### src/rtl/tl_cntr_w_left_struct.sv
// tl_cntr_w_left_struct: traffic-light controller for two streets, each with
// a protected left-turn phase. Moore FSM built structurally from a 3-bit
// state register, a next-state logic block and an output decoder.
//
// State encoding (binary): S0=000 A green, S1=001 A yellow, S2=010 A left,
// S3=011 A yellow, S4=100 B green, S5=101 B yellow, S6=110 B left,
// S7=111 B yellow.
// Light encoding: Green=2'b00, Yellow=2'b01, Left=2'b10, Red=2'b11.
//
// Optional macro TL_STATE_PORT_EN adds a 3-bit output port 'state' that
// exposes the current state register. FSM behaviour does not change.

// Three D flip-flops with synchronous active-low reset to S0.
module tl_state_reg (
  input  logic       clk,
  input  logic       reset_n,
  input  logic [2:0] d,
  output logic [2:0] q
);

  // State update on the rising edge; reset is only seen at the edge.
  always_ff @(posedge clk) begin
    // NOTE: non-blocking assignment keeps every flop sampling the
    // pre-edge value, so simulation matches the synthesized registers.
    if (!reset_n) q <= 3'b000;
    else          q <= d;
  end

endmodule

// Next-state logic. Every even state (green or left phase) holds while its
// own sensor is asserted and otherwise advances; every odd state is a
// one-cycle yellow and always advances. S7 wraps to S0 through the 3-bit
// increment.
module tl_next_state (
  input  logic [2:0] s,
  input  logic       Ta,
  input  logic       Tal,
  input  logic       Tb,
  input  logic       Tbl,
  output logic [2:0] ns
);

  logic sensor;
  logic hold;

  // s[2] picks the street, s[1] picks through lanes vs left-turn lane, so
  // only the sensor belonging to the current phase can influence it.
  assign sensor = s[2] ? (s[1] ? Tbl : Tb) : (s[1] ? Tal : Ta);
  assign hold   = ~s[0] & sensor;
  assign ns     = hold ? s : (s + 3'd1);

endmodule

// Output decoder: state-only (Moore) light outputs.
//   A: S0 00, S1 01, S2 10, S3 01, S4..S7 11
//   B: S0..S3 11, S4 00, S5 01, S6 10, S7 01
// Exactly one street is ever away from Red because s[2] forces the other
// street to 11.
module tl_output_logic (
  input  logic [2:0] s,
  output logic [1:0] La,
  output logic [1:0] Lb
);

  assign La[1] =  s[2] | (s[1] & ~s[0]);
  assign La[0] =  s[2] |  s[0];
  assign Lb[1] = ~s[2] | (s[1] & ~s[0]);
  assign Lb[0] = ~s[2] |  s[0];

endmodule

// Top level: structural composition only, no behavioural code.
module tl_cntr_w_left_struct (
  input  logic       clk,
  input  logic       reset_n,
  input  logic       Ta,
  input  logic       Tal,
  input  logic       Tb,
  input  logic       Tbl,
  output logic [1:0] La,
`ifdef TL_STATE_PORT_EN
  output logic [1:0] Lb,
  output logic [2:0] state
`else
  output logic [1:0] Lb
`endif
);

  logic [2:0] state_q;
  logic [2:0] state_d;

  tl_state_reg u_state_reg (
    .clk     (clk),
    .reset_n (reset_n),
    .d       (state_d),
    .q       (state_q)
  );

  tl_next_state u_next_state (
    .s   (state_q),
    .Ta  (Ta),
    .Tal (Tal),
    .Tb  (Tb),
    .Tbl (Tbl),
    .ns  (state_d)
  );

  tl_output_logic u_output_logic (
    .s  (state_q),
    .La (La),
    .Lb (Lb)
  );

`ifdef TL_STATE_PORT_EN
  assign state = state_q;
`endif

endmodule

### config.mk
export PLATFORM = sky130hd
export DESIGN_NAME = tl_cntr_w_left_struct
export DESIGN_NICKNAME = d
export VERILOG_FILES = /design/src/rtl/tl_cntr_w_left_struct.sv
export SDC_FILE = /design/constraint.sdc
export NUM_CORES = 1
export LEC_CHECK = 0
export CORE_AREA = 2 2 39 41
export CTS_BUF_LIST = sky130_fd_sc_hd__clkbuf_2 sky130_fd_sc_hd__clkbuf_4 sky130_fd_sc_hd__clkbuf_8
export DETAILED_ROUTE_END_ITERATION = 6
export DIE_AREA = 0 0 41 43
export GPL_ROUTABILITY_DRIVEN = 0
export PLACE_DENSITY = 0.51
export SLEW_MARGIN = 15
export SYNTH_ARGS = -nofsm -noshare
export SYNTH_HDL_FRONTEND = slang
export SYNTH_SLANG_ARGS = --single-unit
### constraint.sdc
create_clock -name clk -period 1 [get_ports clk]
set_input_delay 0.15 -clock clk [delete_from_list [all_inputs] [get_ports clk]]
set_output_delay 0.15 -clock clk [all_outputs]
set_load 0.02 [all_outputs]
## Word level (Yosys, flattened, before mapping)

Index checks and enable logic that the tools add are counted.

| storage, ports and cells | value |
|---|---|
| register bits | 3 |
| input port bits | 6 |
| output and inout bits | 4 |
| logic and storage cells | 13 |

| operators by class | value |
|---|---|
| add/sub/neg operators | 1 |
| bitwise operators | 8 |
| multiplexer cells | 3 |

Operators by type and width:

| operator | count |
|---|---|
| OR 1 bit | 4 |
| adder 3 x 1 -> 3 bit, second input constant | 1 |
| 2-to-1 mux 1 bit | 3 |
| AND 1 bit | 2 |
| inverter 1 bit | 2 |

## Logic depth before layout (Yosys ltp)

| logic depth | value |
|---|---|
| word-level depth | 3 |
| gate-level depth with buffers | 5 |
| depth with buffers taken out | 5 |

## Cells and area by module

A second synthesis with hierarchy kept.

| second synthesis, totals | value |
|---|---|
| cell total of the unflattened synthesis | 19 |
| area total of the unflattened synthesis | 183.9 um2 |

Modules (own cells, without submodules):

| module | area an instance (um2) | seq. area each (um2) | cells each | times used |
|---|---|---|---|---|
| tl_state_reg | 78.8 | 60.1 | 6 | 1 |
| tl_next_state | 68.8 | 0.0 | 8 | 1 |
| tl_output_logic | 36.3 | 0.0 | 5 | 1 |

## Worst setup path after synthesis

OpenSTA, ideal clock, no wires.

| timing | value |
|---|---|
| path kind | register to output |
| start | register u_state_reg.q[0] |
| end | output La[1] |
| setup slack | -0.103 ns |
| required time | 0.850 ns |
| cell stages (with the launch flop) | 4 |
| buffers on the path | 0 |
| arrival time | 0.953 ns |
| path through | dfxtp_1 inv_1 ha_1 or2_2 |

| between the ends | value |
|---|---|
| longest elaborated chain between the ends | 3 |

Ends and longest elaborated chain:

| item | RTL line | source |
|---|---|---|
| start, declared | 18 | `output logic [2:0] q` |
| start signal, assigned | 25 | `if (!reset_n) q <= 3'b000;` |
| start signal, assigned | 26 | `else q <= d;` |
| inverter 1 bit | 66 | `assign La[1] = s[2] \| (s[1] & ~s[0]);` |
| AND 1 bit | 66 |  |
| OR 1 bit | 66 |  |
| end, declared | 81 | `output logic [1:0] La,` |

No other way between the ends.

## Worst setup path after layout

Ends and elaborated chain as after synthesis.

==> summary.md <==
| Metric | Value |
|---|---|
| Antenna violations before repair | 0 |
| Drt first pass iters | 2 |
| Die Ht | 43 um |
| Ports | 10 |
| Synth area leaders | dfxtp_1 27%, mux2i_1 13%, ha_1 11%, or2_2 5.6%, mux2_1 5.0% |
| Worst rel slew slack | 86.3% |
| Post-synth EDFFs | 0 |
| Starting DRT DRC Count | 3 |
| Post-CTS Hold Fix Bufs | 0 |
| Slew @ Worst Pin | 0.201 ns |
| Dpl ws | -0.446 ns |
| Total Neg Setup Slack | -1.15 ns |
| Clk sinks | 3 |
| Failing checks | setup timing |
| Yosys top cell area share | 26.7% |
| Most Used Layer, Global Route | met2 |
| CP Launch Point | u_state_reg.q[0] |
| Crit end category | output port |
| Power density cells | 985 nW/um2 |
| Drt via density | 4.19 |
| Comb power frac | 29.5% |
| Synthesized area | 225 um2 |
| Switching Fraction | 23.7% |
| Layout cells sized above 1 | 70.8% |
| Starting Density | 16.3% |
| Diode count | 0 |
| CTS Buf Count | 3 |
| Root Driver | clkbuf_4 |
| Largest net degree at the start of global routing | 7 |
| Highest ir drop seen on vdd | 0.000536 V |
| RR Endpoint | u_state_reg.q[0] |
| Top FF cell, synth | dfxtp_1 |
| H-tree depth | 1 |
| WHS | 0.580 ns |
| Total Wirelength | 712 um |
| Largest register FFs | 3 |
| Number of port buffers | 9 |
| Hold Crit Class | in -> reg |
| RR Startpoint | u_state_reg.q[2] |
| Setup CP Type | reg -> out |
| Detailed placement HPWL | 433 um |
| R2R Setup Slk | -0.15 ns |
| Biggest register | u_state_reg.q |
| M1 GR Usage | 9.62% |
| Count of final setup violators | 7 |
| Total GRT Usage | 8.93% |
| Critical path required time | 0.85 ns |
| Worst-path clk slew | 0.03 ns |
| Yosys cell types | 16 |
| Layout Area Growth over Synthesis | 132% |
| Fmax | 0.795 GHz |
| Worst Path Max Fanout | 2 |
| DRC | 0 |
| Sequential fraction of the synthesis area | 26.7% |
| Cells after synthesis | 26 |
| Routing usage on met3 | 5.24% |
| Max-slew violations | 0 |
| Core area | 1380 um2 |
| Syn Area/Cell | 8.66 um2 |
| Leak | 0.223 nW |
| Worst Reg-to-Reg Cells | 4 |
| Die W | 41 um |
| Final net count | 57 |
| Outcome | complete, but fails checks |
| CTS tree | built |
| CTS max path bufs | 2 |
| MaxCap Viol Count | 0 |
| CP Launch Type | flip-flop |
| RSZ-0062 raised after global routing | true |
| Synthesis Warnings | 0 |
| Std-Cell Rows | 14 |
| Critical path data arrival time | 1.11 ns |
| First-pass GRT wire length | 1010 um |
| Clock latency on the worst-skew pair | 0.23 ns |
| Net Sw Power | 0.122 mW |
| Vias in the first global route | 260 |
| Total grt overflow | 0 |
| Async set-or-reset flop fraction in the synthesized netlist | 0% |
| Die ar. | 1760 um2 |
| Final setup margin | -0.258 ns |
| Vias | 268 |
| Count of final hold-check violations | 0 |
| Seq cells post-synth | 3 |
| Post-layout min period | 1.26 ns |
| Worst clock skew | 0.00165 ns |
| Antenna Nets Post-Route | 0 |
| Wire per inst | 11.1 um |
| CP endpoint | La[1] |
| Fillers | 142 |
| Synth Net Count | 34 |
| Part of the power in registers | 24.8% |
| Clock Power Share | 45.7% |
| Final period util | 126% |
| Dominant cell type by area after synthesis | dfxtp_1 |
| Int Power | 0.392 mW |
| Biggest regs | u_state_reg.q: 3 flops |
| Met2 usage | 13.4% |
==> repair_timing <==
item / CTS / global route
pin swaps: 3 / 2
setup endpoints to repair: 7 / 7
hold endpoints to repair: 0 / 0
buffers inserted: 3 / 0
resized for setup: 37 / 7
==> cells in the mapped netlist, types with 2 or more instances <==
cell type and n:
dfxtp_1 3, nor3_1 2, inv_1 2, mux2i_1 3, or2_2 2, o21ai_0 2, ha_1 2, nand2_1 2
==> power by group through the flow <==
stage / clock network, mW / logic, mW / registers (mW)
4_1_cts: 0.246 / 0.137 / 0.131
6_report: 0.235 / 0.152 / 0.127
3_3_place_gp: 0 / 0.107 / 0.132
5_1_grt: 0.253 / 0.162 / 0.128
2_1_floorplan: 0 / 0.0463 / 0.134
3_5_place_dp: 0 / 0.105 / 0.132
==> worst min-delay path by stage <==
stage,endpoint,startpoint,cells past startpoint
floorplan,u_state_reg.q[1],reset_n,2
global placement,u_state_reg.q[0],u_state_reg.q[0],3
detailed placement,u_state_reg.q[0],u_state_reg.q[0],3
CTS,u_state_reg.q[1],reset_n,3
global route,u_state_reg.q[1],reset_n,3
finish,u_state_reg.q[1],reset_n,3
==> per-stage QoR <==
step	cell area [um2]	power, mW	utilization (%)	instances
2_1_floorplan	234	0.181	-	26
3_3_place_gp	385	0.239	27.8	57
3_5_place_dp	385	0.237	27.8	57
4_1_cts	488	0.514	35.3	64
5_1_grt	522	0.542	37.7	64
6_report	522	0.514	37.7	64
==> cell families (layout without fill, tap and decap cells) <==
| logic type | Yosys count | count (layout) | synth area share (%) |
|---|---|---|---|
| simple gates | 9 | 9 | 20.6 |
| compound gates | 4 | 4 | 11.7 |
| buf+inv | 3 | 25 | 6.67 |
| fa+ha+maj | 2 | 2 | 11.1 |
| flops | 3 | 3 | 26.7 |
| mux | 5 | 5 | 23.3 |
==> cell type report <==
cell class                 instances  area [um2]  share of cell area, %
multi-input combinational         20         214                   41.0
timing repair buffer              19         181                   34.8
sequential                         3        68.8                   13.2
inverter                           2        7.51                   1.44
clock buffer                       4        30.0                   5.76
tap                               16        20.0                   3.84
==> placed cells by master, fill, tap and decap left out, drive strengths merged, types with 2 or more instances in the layout <==
master and count:
clkdlybuf4s50 5, dfxtp 3, mux2i 3, ha 2
or2 2, inv 2, clkbuf 4, nor3 2
buf 14, o21ai 2, mux2 2, nand2 2
==> critical path, cell delays in order, from the launching register on <==
cell	delay, ns
dfxtp_2	0.34
inv_2	0.05
ha_4	0.15
or2_4	0.22
buf_6	0.13
==> layer usage <==
metal	vias to the layer above	share of wire (%)
li1	136	-
met5	-	0
met1	127	40
met2	5	56
met4	0	0
met3	0	3.8
No activity file was read; power rests on OpenSTA's default activity.
